==> src/rtl/micro_seq_pkg.sv <==
`default_nettype none
// ============================================================================
//  Module   : micro_seq_pkg
//  Purpose  : Shared types and default sizes for the microprogram sequencer.
//             Provides the 3-bit sequencer opcode enumeration and the default
//             microaddress width / return-stack depth.
//  Revision : 1.0 - initial release
// ============================================================================
package micro_seq_pkg;

    localparam int unsigned AW_DEF    = 8;
    localparam int unsigned DEPTH_DEF = 4;

    typedef enum logic [2:0] {
        JZ   = 3'd0,   // jump to zero, clear stack
        CJS  = 3'd1,   // conditional jump to subroutine
        CJP  = 3'd2,   // conditional jump
        PUSH = 3'd3,   // push micro-PC, conditional counter load
        RPCT = 3'd4,   // repeat at d while counter non-zero
        CRTN = 3'd5,   // conditional return
        RFCT = 3'd6,   // repeat loop from stack while counter non-zero
        CONT = 3'd7    // continue
    } opcode_t;

endpackage : micro_seq_pkg
`default_nettype wire

==> src/rtl/micro_stack.sv <==
`default_nettype none
// ============================================================================
//  Module   : micro_stack
//  Purpose  : Small LIFO return stack for the microprogram sequencer.
//             A push onto a full stack overwrites the top entry; a pop from an
//             empty stack does nothing. Clear resets the pointer only.
//  Ports    : clk_i, rst_i (async, active-high)
//             push_i, pop_i, clr_i : stack operations (clear has priority)
//             din_i  [AW]          : value to push
//             tos_o  [AW]          : top-of-stack, 0 when empty
//             full_o, empty_o      : occupancy flags
//  Revision : 1.0 - initial release
// ============================================================================
module micro_stack #(
    parameter int unsigned AW    = 8,
    parameter int unsigned DEPTH = 4
) (
    input  logic          clk_i,
    input  logic          rst_i,
    input  logic          push_i,
    input  logic          pop_i,
    input  logic          clr_i,
    input  logic [AW-1:0] din_i,
    output logic [AW-1:0] tos_o,
    output logic          full_o,
    output logic          empty_o
);

    localparam int unsigned SPW = $clog2(DEPTH + 1);
    localparam int unsigned IW  = (DEPTH > 1) ? $clog2(DEPTH) : 1;

    logic [SPW-1:0] sp_q;
    logic [AW-1:0]  stk_q [DEPTH];

    logic [IW-1:0]  w_top_idx;

    assign full_o    = (sp_q == SPW'(DEPTH));
    assign empty_o   = (sp_q == '0);
    assign w_top_idx = IW'(sp_q - 1'b1);
    assign tos_o     = empty_o ? '0 : stk_q[w_top_idx];

    always_ff @(posedge clk_i or posedge rst_i) begin
        if (rst_i) begin
            sp_q <= '0;
            for (int k = 0; k < int'(DEPTH); k++) begin
                stk_q[k] <= '0;
            end
        end else if (clr_i) begin
            sp_q <= '0;
        end else if (push_i) begin
            if (full_o) begin
                // Saturated: replace the newest entry instead of growing.
                stk_q[DEPTH-1] <= din_i;
            end else begin
                stk_q[sp_q[IW-1:0]] <= din_i;
                sp_q                <= sp_q + 1'b1;
            end
        end else if (pop_i && !empty_o) begin
            sp_q <= sp_q - 1'b1;
        end
    end

endmodule : micro_stack
`default_nettype wire

==> src/rtl/micro_sequencer.sv <==
`default_nettype none
// ============================================================================
//  Module   : micro_sequencer
//  Purpose  : Am2910-style microprogram sequencer. Produces the next
//             microaddress y every cycle from the micro-PC, the branch input
//             d, a loadable down-counter R and a LIFO return stack.
//  Ports    : cp (clock), reset (async, active-high)
//             i [3]      : opcode            cc_n, ccen_n : condition test
//             rld_n      : load R from d     ci           : micro-PC carry-in
//             d [AW]     : branch address / counter value
//             y [AW]     : next microaddress (combinational)
//             full_n, empty_n : stack occupancy (active-low)
//  Revision : 1.0 - initial release
// ============================================================================
module micro_sequencer
    import micro_seq_pkg::*;
#(
    parameter int unsigned AW    = AW_DEF,
    parameter int unsigned DEPTH = DEPTH_DEF
) (
    input  logic          cp,
    input  logic          reset,
    input  logic [2:0]    i,
    input  logic          cc_n,
    input  logic          ccen_n,
    input  logic          rld_n,
    input  logic          ci,
    input  logic [AW-1:0] d,
    output logic [AW-1:0] y,
    output logic          full_n,
    output logic          empty_n
);

    localparam logic [AW-1:0] c_one = AW'(1);

    logic [AW-1:0] upc_q, upc_d;
    logic [AW-1:0] r_q, r_d;

    logic          w_pass;
    logic          w_r_nz;
    logic          w_push;
    logic          w_pop;
    logic          w_clr;
    logic [AW-1:0] w_tos;
    logic          w_full;
    logic          w_empty;

    assign w_pass = ccen_n | ~cc_n;
    assign w_r_nz = |r_q;

    always_comb begin
        y      = upc_q;
        r_d    = r_q;
        w_push = 1'b0;
        w_pop  = 1'b0;
        w_clr  = 1'b0;
        unique case (opcode_t'(i))
            JZ: begin
                y     = '0;
                w_clr = 1'b1;
            end
            CJS: begin
                if (w_pass) begin
                    y      = d;
                    w_push = 1'b1;
                end
            end
            CJP: begin
                if (w_pass) y = d;
            end
            PUSH: begin
                w_push = 1'b1;
                if (w_pass) r_d = d;
            end
            RPCT: begin
                if (w_r_nz) begin
                    y   = d;
                    r_d = r_q - c_one;
                end
            end
            CRTN: begin
                if (w_pass) begin
                    y     = w_tos;
                    w_pop = 1'b1;
                end
            end
            RFCT: begin
                // Loop back to the stacked address; the entry is only
                // discarded once the count is exhausted.
                if (w_r_nz) begin
                    y   = w_tos;
                    r_d = r_q - c_one;
                end else begin
                    w_pop = 1'b1;
                end
            end
            CONT: begin
                y = upc_q;
            end
            default: begin
                y = upc_q;
            end
        endcase
        // An explicit load beats both the decrement and the PUSH load.
        if (!rld_n) r_d = d;
    end

    assign upc_d   = y + {{(AW-1){1'b0}}, ci};
    assign full_n  = ~w_full;
    assign empty_n = ~w_empty;

    always_ff @(posedge cp or posedge reset) begin
        if (reset) begin
            upc_q <= '0;
            r_q   <= '0;
        end else begin
            upc_q <= upc_d;
            r_q   <= r_d;
        end
    end

    // Push value is the pre-edge micro-PC.
    micro_stack #(
        .AW    (AW),
        .DEPTH (DEPTH)
    ) u_stack (
        .clk_i   (cp),
        .rst_i   (reset),
        .push_i  (w_push),
        .pop_i   (w_pop),
        .clr_i   (w_clr),
        .din_i   (upc_q),
        .tos_o   (w_tos),
        .full_o  (w_full),
        .empty_o (w_empty)
    );

endmodule : micro_sequencer
`default_nettype wire

==> config.mk <==
export PLATFORM = sky130hd
export DESIGN_NAME = micro_sequencer
export DESIGN_NICKNAME = d
export VERILOG_FILES = /design/src/rtl/micro_seq_pkg.sv /design/src/rtl/micro_stack.sv /design/src/rtl/micro_sequencer.sv
export SDC_FILE = /design/constraint.sdc
export NUM_CORES = 1
export LEC_CHECK = 0
export ABC_AREA = 1
export BUFFER_PORTS_ARGS = -buffer_cell sky130_fd_sc_hd__buf_2
export CORE_ASPECT_RATIO = 0.7
export CORE_MARGIN = 2
export CORE_UTILIZATION = 47
export DETAILED_ROUTE_END_ITERATION = 16
export PLACE_DENSITY = 0.72
export SLEW_MARGIN = 20
export SYNTH_ARGS = -nofsm -noshare
export SYNTH_HDL_FRONTEND = slang
export SYNTH_SLANG_ARGS = --single-unit
==> constraint.sdc <==
create_clock -name cp -period 3.56 [get_ports cp]
set_clock_uncertainty 0.1 [all_clocks]
set_input_delay 0.356 -clock cp [delete_from_list [all_inputs] [get_ports cp]]
set_output_delay 0.356 -clock cp [all_outputs]
set_load 0.01 [all_outputs]
# Word level (Yosys, flattened, before mapping)
# Index checks and enable logic that the tools add are counted.
[op_classes] reduce_logical=13 order_cmp=3 mux=26 bitwise=7 eq_ne=11 add_sub_neg=4
[op_table] op="two-way mux 8 bit" n=12
[op_table] op="one-hot mux 8 bit (5 select lines)" n=1
[op_table] op="bitwise mux 32 bit" n=1
[op_table] op="binary-select mux 8 bit (select 2 bit)" n=1
[op_table] op="demux 8 bit (select 2 bit)" n=1
[op_table] op="one-hot mux 8 bit (2 select lines)" n=1
[op_table] op="== test 3 bit (second input constant)" n=4
[op_table] op="two-way mux 3 bit" n=4
[op_table] op="adder 8 x 1 -> 8 bit" n=1
[op_table] op="OR reduction 8 bit" n=1
[op_table] op="subtractor 8 x 1 -> 8 bit (second input constant)" n=1
[op_table] op="== test 3 x 2 -> 1 bit (second input constant)" n=2
[op_table] op="greater-or-equal comparator 3 bit (second input constant)" n=2
[op_table] op="logical NOT 3 bit" n=2
[op_table] op="!= test 3 x 2 -> 1 bit (second input constant)" n=2
[op_table] op="!= test 3 bit (second input constant)" n=2
[op_table] op="inverter 2 -> 3 bit" n=2
[op_table] op="AND reduction 3 bit" n=2
[op_table] op="inverter 1 bit" n=4
[op_table] op="one-hot mux 1 bit (2 select lines)" n=2
[op_table] op="AND reduction 2 bit" n=2
[op_table] op="OR reduction 2 bit" n=2
[op_table] op="adder 3 x 1 -> 3 bit (second input constant)" n=1
[op_table] op="== test 3 x 1 -> 1 bit (second input constant)" n=1
[op_table] op="7 further kinds" n=10
[totals] input_bits=17 out_inout_bits=10 elab_cells=71 reg_bits=51

# Logic depth before layout (Yosys ltp)
# Gate-level depths: netlist (run 1).
[logic_depth] ltp_word=9 depth_mapped=17 depth_no_buf=16

# Hierarchy
# From an unflattened synthesis (run 1), not the netlist that was laid out.
[hier_totals] hier_cells=394 hier_area_um2=3145.5
[modules_own_cells] mod="micro_stack" seq_area_each_um2=875.8 cells_each=220 area_each_um2=1879.3 instances=1
[modules_own_cells] mod="micro_sequencer" seq_area_each_um2=400.4 cells_each=174 area_each_um2=1266.2 instances=1

# Worst setup path before layout (run 1)
# No wires, ideal clock.
[synth_timing] path_kind="register to register" from="register u_stack.sp_q[0]" to="register upc_q[6]" setup_time_ns=0.117 arrival_time_ns=2.337 path_buffers=3 path_slack_ns=1.006 stages_incl_launch_ff=18 path_cell_list="dfrtp_1 > buf_4 > inv_4 > buf_6 > ha_1 > clkbuf_2 > inv_2 > o21ai_0 > o22ai_1 > nand3_1 > nand3_1 > ha_1 > ha_1 > nand2_1 > nor2_1 > nand2_1 > nand2_1 > nand2_1"
[synth_between] elab_chain_cells=9 elab_cells_between_ends=11
[synth_rtl] item="start: declaration" line_no="micro_stack.sv:32" source="logic [SPW-1:0] sp_q;"
[synth_rtl] item="start signal: assignment" line_no="micro_stack.sv:56" source="sp_q <= sp_q + 1'b1;"
[synth_rtl] item="start signal: assignment" line_no="micro_stack.sv:59" source="sp_q <= sp_q - 1'b1;"
[synth_rtl] item="subtractor 3 x 1 -> 3 bit" line_no="micro_stack.sv:39" source="assign w_top_idx = IW'(sp_q - 1'b1);"
[synth_rtl] item="inverter 2 -> 3 bit (not written as such)" line_no="micro_stack.sv:40" source="assign tos_o = empty_o ? '0 : stk_q[w_top_idx];"
[synth_rtl] item="binary-select mux 8 bit (select 2 bit)" line_no="micro_stack.sv:40"
[synth_rtl] item="two-way mux 8 bit (not written as such) (2 in series)" line_no="micro_stack.sv:40"
[synth_rtl] item="two-way mux 8 bit *" line_no="micro_stack.sv:40"
[synth_rtl] item="two-way mux 8 bit (on tied branches)" line_no="micro_sequencer.sv:90, micro_sequencer.sv:82"
[synth_rtl] item="one-hot mux 8 bit (5 select lines) *" line_no="micro_sequencer.sv:57" source="unique case (opcode_t'(i))"
[synth_rtl] item="net y[0]" line_no="micro_sequencer.sv:29" source="output logic [AW-1:0] y,"
[synth_rtl] item="adder 8 x 1 -> 8 bit *" line_no="micro_sequencer.sv:108" source="assign upc_d = y + {{(AW-1){1'b0}}, ci};"
[synth_rtl] item="net upc_d[6]" line_no="micro_sequencer.sv:36" source="logic [AW-1:0] upc_q, upc_d;"
[synth_rtl] item="end signal: assignment" line_no="micro_sequencer.sv:117" source="upc_q <= upc_d;"
[synth_rtl] item="end: declaration" line_no="micro_sequencer.sv:36"
# The timed path passes the listed nets; every way through them passes the cells marked *. The select of a mux whose other input is x is not followed.
# A chain may end at the register's enable or synchronous reset.

# Worst setup path in the final report (run 1)
[layout_timing] from="register u_stack.sp_q[0]" to="output port y[7]"
[layout_between] elab_chain_cells=8 elab_cells_between_ends=10
[layout_rtl] item="subtractor 3 x 1 -> 3 bit" line_no="micro_stack.sv:39"
[layout_rtl] item="inverter 2 -> 3 bit (not written as such)" line_no="micro_stack.sv:40"
[layout_rtl] item="binary-select mux 8 bit (select 2 bit)" line_no="micro_stack.sv:40"
[layout_rtl] item="two-way mux 8 bit (not written as such) (2 in series)" line_no="micro_stack.sv:40"
[layout_rtl] item="two-way mux 8 bit *" line_no="micro_stack.sv:40"
[layout_rtl] item="two-way mux 8 bit (on tied branches)" line_no="micro_sequencer.sv:90, micro_sequencer.sv:82"
[layout_rtl] item="one-hot mux 8 bit (5 select lines) *" line_no="micro_sequencer.sv:57"
[layout_rtl] item="end: declaration" line_no="micro_sequencer.sv:29"
# Every way passes the cells marked *; elsewhere a longest branch is shown, timed or not. The select of a mux whose other input is x is not followed.

==> reports/results.ini, run 1 <==
[status]
outcome = complete, no violations

[power_and_ir_drop]
vdd_drop_max_mv = 0.3804
leakage_uw = 0.001649
powerDensity_nw_per_um2 = 708.6

[clock_network]
clockRootBuffer = clkbuf_8
htreeDepth = 2
clkLatencyLatePin_ns = 0.32
clk_path_buf_depth = 2
post_cts.resized_instances = 0
cts_buffers = 5
cts_hold_buf = 0
post_cts_buffers = 0
cts_tree = yes
path_clk_slew_ns = 0.11
cts.sinks = 51

[timing]
rsz0062_at_grt = false
tns_ns = 0
worst_pin_slew_ns = 0.7653
whs_ns = 0.05496
max-slew-margin-rel_pct = 48.91
finalMaxSlewViolations = 0
min_period_ns = 2.576
worst_slack_ns = 0.9835
fin_crit_sh_pct = 72.37
fmaxAchievable_mhz = 388.1
setup-violations-final = 0
timing.final.hold_violations = 0

[route]
wl_um = 6817
routedWlPerCell_um = 14.00
drc_errors = 0
via_count = 2512
initialDrtViolationCount = 143
antenna_left = 0
via_per_inst = 5.158
dr.pass1.iters = 4

[layout]
finalNetCount = 433
n_fill_cell = 588
stdcell_count = 487
drive_gt1_share_pct = 17.36
n_antenna_cell = 0
fin_util_pct = 52.17
area_growth_pct = 9.048

[placed_design]
dpl.cell_count = 479
dp_hpwl_um = 5067
pre_cts_ws_ns = 1.040
place_congestion = 0.8517
port_buffers = 26

[critical_path]
cp.arrival_ns = 2.12
cp-start-kind = register
worstPathRequired_ns = 3.10
end_kind = output port
r2r_cells = 14
crit_path_max_fanout = 19
crit_type = register to output port

[yosys]
postSynthCellCount = 382
ys_warn_count = 0
ys_types = 35
ys_seq_elements = 51
syn_nets = 407
synth_area_um2 = 2945
ys_seq_area_share_pct = 43.33
synth.avg_cell_area_um2 = 7.710

[floorplanning]
start_util_pct = 47.85
pin_count = 27
core_um2 = 6156
rows = 24
dieArea_um2 = 6926
die_w_um = 98.62
fp.dieH_um = 70.23

[grt]
grt_max_degree = 37
antenna_found_initial = 0
grt_overflow = 0
grt_first_pass_wirelength_um = 11260
grt_util_all_layers_pct = 20.46
grt_pass1_vias = 2289

[worst_hold_path]
hp-class = primary input to async pin

[job]
max_cap_violations = 0

## final cells by class
type | instances | area (um^2) | share of cell area, %
sequential | 51 | 1276 | 39.73
inverter | 50 | 190.2 | 5.921
timing repair buffer | 29 | 152.6 | 4.753
multi-input combinational | 271 | 1404 | 43.71
clock inverter | 3 | 22.52 | 0.7012
clock buffer | 5 | 68.82 | 2.143
tap | 78 | 97.59 | 3.039
## logic make-up (layout without fill, tap and decap cells)
family	count (synthesis)	after routing	share of synthesized area, %
AOI/OAI and AO/OA	75	75	13.72
xor gates and xnor gates	8	8	2.379
and+or+nand+nor	180	180	28.16
DFF	51	51	43.33
buffers and inverters	60	87	9.005
adders and majority gates	8	8	3.399
## final timing paths
path                                   from  slack [ns]                end
setup / recovery            u_stack.sp_q[0]        0.98               y[7]
hold / removal                        reset        0.05    u_stack.sp_q[2]
setup reg to reg            u_stack.sp_q[0]        0.98           upc_q[6]
hold reg to reg            u_stack.stk_q[5]        0.39   u_stack.stk_q[5]
max in group asynchronous             reset        2.60  u_stack.stk_q[22]
min in group cp                          ci        0.19           upc_q[0]
## worst max-delay path, cell delays in order, from the launching register on
cell	delay [ns]
dfrtp_1	0.42
inv_4	0.17
ha_1	0.35
inv_2	0.20
o21ai_0	0.12
o22ai_1	0.14
nand3_1	0.11
nand3_1	0.15
buf_2	0.16
## Yosys cell counts, drive strengths merged
library cell | instances | area share (%)
xor2 | 6 | 1.8
o22ai | 5 | 1.1
a21oi | 10 | 1.7
or2 | 2 | 0.42
nand2 | 125 | 17
xnor2 | 2 | 0.59
o2111ai | 1 | 0.30
nand3b | 2 | 0.51
a22o | 1 | 0.30
inv | 50 | 6.5
clkbuf | 2 | 0.30
nand3 | 29 | 6.5
a22oi | 1 | 0.25
nor2 | 18 | 3.0
ha | 8 | 3.4
nand4 | 2 | 0.42
a32oi | 1 | 0.30
o21ai | 54 | 9.3
nor3 | 2 | 0.34
o211ai | 2 | 0.51
dfrtp | 51 | 43
buf | 8 | 2.3
## through the flow
stage / power [uW] / area [um^2]
4_1_cts: 2286 / 3212
3_3_place_gp: 1899 / 3120
2_1_floorplan: 1676 / 2945
3_5_place_dp: 1927 / 3120
5_1_grt: 2479 / 3212
6_report: 2276 / 3212
## cell usage in the layout (no fill, tap or decap), types with 5 or more instances in the layout
cell / count
inv_1: 39
nand2_1: 117
buf_2: 26
xor2_1: 6
o21ai_0: 46
nand3_2: 7
nand3_1: 21
nand2_2: 6
o21ai_1: 7
o22ai_1: 5
nor2_1: 14
clkbuf_8: 5
a21oi_1: 10
ha_1: 8
dfrtp_1: 51
inv_2: 10
## per-layer routing
layer / wire (um) / up-vias / GRT usage [%] / part of all wire (%)
li1: - / 1272 / - / -
met1: 3582 / 1160 / 33.57 / 53
met2: 2735 / 76 / 27.44 / 40
met3: 450 / 4 / 3.704 / 6.6
met4: 48 / 0 / 5.023 / 0.70
met5: 0 / - / 0 / 0
## registers in the layout, summed over array words and instances, names as in the netlist
| register | flops |
|---|---|
| r_q | 8 |
| u_stack.sp_q | 3 |
| upc_q | 8 |
| u_stack.stk_q | 32 |
## report_power, final
group          leakage [uW]  internal (uW)  total (uW)  switching, uW
logic              0.000946            358         990            631
registers          0.000653            794         929            135
clock network     0.0000489            143         357            214
Power figures use the tool's default switching activity.
==> inputs of run 2 (changes only) <==
- PLACE_DENSITY: 0.72 -> 0.75
- clock period: 3.56 -> 2.28 ns (I/O delays scaled with it)
==> reports/results.ini, run 2 (same netlist as run 1, synthesis figures left out) <==
[clock_network]
clockRootBuffer = clkbuf_8
cts.sinks = 51  ; unchanged
clk_path_buf_depth = 2  ; unchanged
cts_tree = yes
clkLatencyLatePin_ns = 0.31  ; about the same
path_clk_slew_ns = 0.09  ; -0.02 ns
cts_buffers = 5  ; unchanged
htreeDepth = 2  ; unchanged

[layout]
area_growth_pct = 19.03
mostFrequentLayoutCells = 112 x nand2_1, 51 x dfrtp_1, 45 x o21ai_0
n_antenna_cell = 0  ; unchanged
final_common_cell = nand2_1
largest_reg_flops = 32  ; unchanged
top_regs = u_stack.stk_q: 32 flops, r_q: 8 flops, upc_q: 8 flops
n_fill_cell = 557  ; -5.3%
finalNetCount = 449  ; +3.7%
drive_gt1_share_pct = 24.24  ; +6.9 points
fin_util_pct = 56.95  ; +4.8 points
regMostFlops = u_stack.stk_q

[timing]
fmaxAchievable_mhz = 445.7
finalMaxSlewViolations = 0  ; unchanged
whs_ns = 0.05436  ; -0.0005993 ns
worst_pin_slew_ns = 0.5067  ; -0.2585 ns
min_period_ns = 2.244
tns_ns = 0  ; unchanged
rsz0062_at_grt = true
max-slew-margin-rel_pct = 66.14  ; +17 points
setup-violations-final = 0  ; unchanged
fin_crit_sh_pct = 98.40
timing.final.hold_violations = 0  ; unchanged

[grt]
grt_pass1_vias = 2334  ; +2.0%
grt_util_all_layers_pct = 21.28  ; +0.82 points
grt_first_pass_wirelength_um = 11560  ; +2.7%
antenna_found_initial = 0  ; unchanged
grt_overflow = 0  ; unchanged
grt_max_degree = 21  ; -43%

[critical_path]
worstPathRequired_ns = 1.95  ; -1.15 ns
end_kind = output port
crit_type = register to output port
crit_path_max_fanout = 5  ; -14
cp-start-kind = register
cp.arrival_ns = 1.92  ; -0.20 ns

[route]
wl_met1_um = 3693  ; +3.1%
drc_errors = 0  ; unchanged
antenna_left = 0  ; unchanged
via_per_inst = 5.235  ; +1.5%
routedWlPerCell_um = 14.47  ; +3.4%
initialDrtViolationCount = 215  ; +50%
via_count = 2633  ; +4.8%
wl_um = 7277  ; +6.7%
dr.pass1.iters = 4  ; unchanged
wl_met2_um = 3092  ; +13%
wl_met3_um = 425  ; -5.6%
top_layer = met4

[floorplanning]
fp.dieH_um = 70.23  ; unchanged
die_w_um = 98.62  ; unchanged
start_util_pct = 47.85  ; unchanged
dieArea_um2 = 6926  ; unchanged
core_um2 = 6156  ; unchanged
pin_count = 27  ; unchanged
rows = 24  ; unchanged

[power_and_ir_drop]
power_uw = 3977  ; +75%
clockPowerShare_pct = 16.5  ; +0.8 points
p_switching_uw = 1661  ; +69%
netSwitchingFraction_pct = 41.76  ; -1.3 points
leakage_uw = 0.001756  ; +6.5%
vdd_drop_max_mv = 0.5755  ; +51%
powerDensity_nw_per_um2 = 1134  ; +60%
internal_power_uw = 2316  ; +79%
pwr-share-seq_pct = 36.8  ; -4.0 points
pwr-share-comb_pct = 46.7  ; +3.2 points

[placed_design]
place_congestion = 0.8927  ; +4.8%
dp_hpwl_um = 5374  ; +6.1%
port_buffers = 26  ; unchanged

[status]
outcome = complete, no violations

[job]
max_cap_violations = 0  ; unchanged

[worst_hold_path]
hp-class = primary input to register

==> run 2: cell types whose count changed in the layout (fill, tap and decap cells not counted), moves of 4 or more <==
cell | previous run | this run
ha_1 | 8 | 4
nand2_1 | 117 | 112
buf_6 | 0 | 4
nand2_2 | 6 | 10
ha_4 | 0 | 4
nand3_1 | 21 | 17
buf_4 | 3 | 17
==> run 2: worst max-delay path, cell delays in order (launching register included) <==
cell     delay, ns
dfrtp_1       0.38
inv_2         0.11
nand2_1       0.09
nor2_1        0.24
nand2_2       0.12
nand2_2       0.11
nand2_4       0.08
buf_6         0.14
nand2_1       0.08
nand3_2       0.11
buf_6         0.14
==> run 2: routing by layer <==
metal / vias up / global-route usage (%)
met5: - / 0
met4: 0 / 4.871
met3: 10 / 3.904
met2: 85 / 28.65
met1: 1225 / 34.93
li1: 1313 / -
==> run 2: power by group through the flow <==
stage               sequential (uW)  combinational [uW]  clock, uW
CTS                            1460                1740        671
detailed placement             1470                1700          0
global placement               1460                1660          0
finish                         1470                1860        656
floorplan                      1400                1330          0
global route                   1500                2090        708
==> run 2: layout make-up <==
cell class	instances	area, um^2	share of cell area (%)
Multi-Input combinational cell	271	1519	43.33
Sequential cell	51	1276	36.40
Timing Repair Buffer	45	297.8	8.494
Inverter	50	200.2	5.710
Tap cell	78	97.59	2.784
Clock buffer	5	68.82	1.963
Clock inverter	3	46.29	1.320
==> run 2: repair_timing <==
item                                   in CTS  in global routing
hold buffers                                1                  0
endpoints found under the hold margin      17                  0
setup buffers                               3                  6
pin swaps                                   3                  7
setup endpoints to repair                   5                 10
gates resized for setup                     7                 15
==> run 2: through the flow <==
step           std cells  setup slack, ns  area (um^2)
6_report             503          0.03637         3506
5_1_grt              503         -0.04997         3506
4_1_cts              497         0.001960         3391
3_5_place_dp         485          0.04295         3218
3_3_place_gp         485           0.1458         3218
2_1_floorplan        382         -0.02386         3010
==> run 2: worst paths after layout <==
check | end | slack [ns] | start | cells past startpoint
worst min-delay path | upc_q[0] | 0.05 | ci | 2
worst min register to register | u_stack.stk_q[19] | 0.40 | u_stack.stk_q[19] | 2
min in group asynchronous | u_stack.sp_q[1] | 0.35 | reset | 3
worst max-delay path | y[6] | 0.04 | r_q[4] | 10
worst max register to register | upc_q[6] | 0.14 | r_q[4] | 14
max in group asynchronous | upc_q[3] | 1.12 | reset | 4
==> inputs of run 3 (changes only) <==
- ABC_AREA: 1 -> 0
==> reports/results.ini, run 3 <==
[floorplanning]
pin_count = 27  ; unchanged
dieArea_um2 = 7178  ; +3.6%
die_w_um = 100.4  ; +1.8%
rows = 24  ; unchanged
core_um2 = 6246  ; +1.5%
start_util_pct = 48.96  ; +1.1 points
fp.dieH_um = 71.49  ; +1.8%

[power_and_ir_drop]
powerDensity_nw_per_um2 = 1028  ; -9.4%
leakage_uw = 0.001919  ; +9.3%
vdd_drop_max_mv = 0.6825  ; +19%
power_uw = 4305  ; +8.2%

[timing]
setup-violations-final = 15  ; +15
worst_slack_ns = -0.3909  ; -0.4272 ns
timing.final.hold_violations = 0  ; unchanged
finalMaxSlewViolations = 0  ; unchanged
rsz0062_at_grt = true
min_period_ns = 2.671  ; +0.4272 ns
tns_ns = -4.636  ; -4.636 ns
fin_crit_sh_pct = 117.1  ; +19 points
fmaxAchievable_mhz = 374.4  ; -16%
max-slew-margin-rel_pct = 65.46  ; -0.67 points
worst_pin_slew_ns = 0.5173  ; +0.01056 ns

[yosys]
synthSimpleGateAreaFrac_pct = 15.26  ; -13 points
synth_area_um2 = 3058  ; +3.8%
async_flop_share_pct = 100.0  ; unchanged
synth.avg_cell_area_um2 = 11.04  ; +43%
ys_warn_count = 0  ; unchanged
ys_types = 48  ; +37%
synth.largest_area_cell = dfrtp_1
postSynthCellCount = 277  ; -27%
yosysTopAreaCellShare_pct = 41.73  ; -1.6 points
synth_edf_count = 0  ; unchanged
synthMuxAreaShare_pct = 19.48  ; +19 points
yosys.area_share.xor_xnor_pct = 2.291  ; -0.088 points
synthTopCellsByArea = dfrtp_1 42%, mux2_2 13%, mux4_2 5.9%
synth_top_family_by_area = multiplexers
syn_nets = 302  ; -26%
ys_seq_area_share_pct = 41.73  ; -1.6 points
synth_compound_area_share_pct = 14.81  ; +1.1 points
yosysMostFrequentCell = dfrtp_1
synth_flop_cell = dfrtp_1
yosys-top-cells-count = 51 x dfrtp_1, 36 x mux2_2, 17 x o21ai_0, 15 x nor2_1
ys_seq_elements = 51  ; unchanged
synthAdderAreaFrac_pct = 3.273  ; -0.13 points

[clock_network]
path_clk_slew_ns = 0.10  ; about the same
cts_buffers = 5  ; unchanged
htreeDepth = 2  ; unchanged
clockRootBuffer = clkbuf_8
clkLatencyLatePin_ns = 0.31  ; about the same
cts.sinks = 51  ; unchanged
cts_tree = yes
clk_path_buf_depth = 2  ; unchanged

[grt]
grt_util_all_layers_pct = 26.10  ; +4.8 points
antenna_found_initial = 0  ; unchanged
grt_pass1_vias = 2764  ; +18%
grt_first_pass_wirelength_um = 14190  ; +23%
grt_overflow = 0  ; unchanged
grt_max_degree = 30  ; +43%

[layout]
n_antenna_cell = 0  ; unchanged
largest_reg_flops = 32  ; unchanged
area_growth_pct = 36.99
mostFrequentLayoutCells = 67 x buf_4, 51 x dfrtp_1, 36 x mux2_2
drive_gt1_share_pct = 51.45  ; +27 points
top_regs = u_stack.stk_q: 32 flops, r_q: 8 flops, upc_q: 8 flops
final_common_cell = buf_4
fin_util_pct = 67.07  ; +10 points
regMostFlops = u_stack.stk_q
finalNetCount = 403  ; -10%

[route]
drc_errors = 0  ; unchanged
via_per_inst = 6.057  ; +16%
dr.pass1.iters = 5  ; +1
via_count = 2768  ; +5.1%
initialDrtViolationCount = 156  ; -27%
routedWlPerCell_um = 19.86  ; +37%
antenna_left = 0  ; unchanged
wl_um = 9075  ; +25%

[critical_path]
crit_type = register to output port
worstPathRequired_ns = 1.95  ; about the same
cp.arrival_ns = 2.34  ; +0.42 ns
end_kind = output port
crit_path_max_fanout = 7  ; +2
cp-start-kind = register

[status]
outcome = finished with violations
violations = setup timing

[placed_design]
port_buffers = 26  ; unchanged
pre_cts_ws_ns = -0.2980  ; -0.3409 ns
dp_hpwl_um = 5928  ; +10%
place_congestion = 0.9317  ; +4.4%

[worst_hold_path]
hp-class = primary input to register

[job]
max_cap_violations = 0  ; unchanged

## run 3: area by class of cell
type,instances,area (um^2)
inverter,12,47.55
fill,462,2057
timing repair buffer,105,819.5
sequential,51,1276
multi-input combinational,203,1863
clock inverter,2,12.51
tap,78,97.59
clock buffer,6,72.57
## run 3: cells by family after synthesis
logic type               Yosys count
multiplexers                      45
buffers and inverters             23
adder cells (fa/ha/maj)            8
AND/OR/NAND/NOR                   81
XOR/XNOR                           8
flip-flops                        51
AO/OA/AOI/OAI                     61
## run 3: timing repair
item                                    in CTS  in global routing
hold buffers                                 1                  0
gates resized for setup                     30                 15
pin swaps                                   22                 12
hold endpoints to repair                    22                  0
setup buffers                               15                  4
endpoints found under the setup margin      15                 16
## run 3: worst max-delay path, cell delays in order, from the launching register on
cell and delay (ns):
dfrtp_1 0.42, buf_4 0.15, nor4_4 0.31, buf_4 0.18, nand2_4 0.06, a32oi_4 0.18
buf_6 0.19, nor2b_4 0.06, or3_4 0.35, buf_6 0.13
## run 3: power breakdown
part	leakage (uW)	switching [uW]	internal [uW]
clock network	0.0000412	308	215
registers	0.000643	252	1250
logic	0.00124	979	1300
## run 3: per-layer routing
layer	vias to the layer above	routed length, um	global-route usage [%]
met5	-	0	0
met4	0	141	5.632
met3	18	770	6.439
met2	149	4088	39.90
met1	1376	4075	38.17
li1	1225	-	-
## run 3: path summary, 6_finish.rpt
kind	startpoint	to	slack [ns]	depth (start not counted)
setup / recovery	r_q[5]	y[2]	-0.39	9
min in group asynchronous	reset	r_q[5]	0.41	3
setup reg to reg	r_q[5]	upc_q[7]	-0.32	13
max in group asynchronous	reset	u_stack.stk_q[15]	1.14	4
hold reg to reg	u_stack.stk_q[14]	u_stack.stk_q[14]	0.41	1
hold / removal	d[0]	r_q[0]	0.07	3
## run 3: per-stage QoR
stage | std cells | cell area (um^2) | hold slack [ns]
final | 457 | 4189 | 0.06868
after global routing | 457 | 4189 | 0.08559
after CTS | 454 | 4106 | 0.06809
after detailed placement | 430 | 3754 | 0.1860
after global placement | 430 | 3754 | 0.1830
after floorplan | 277 | 3122 | 0.2607
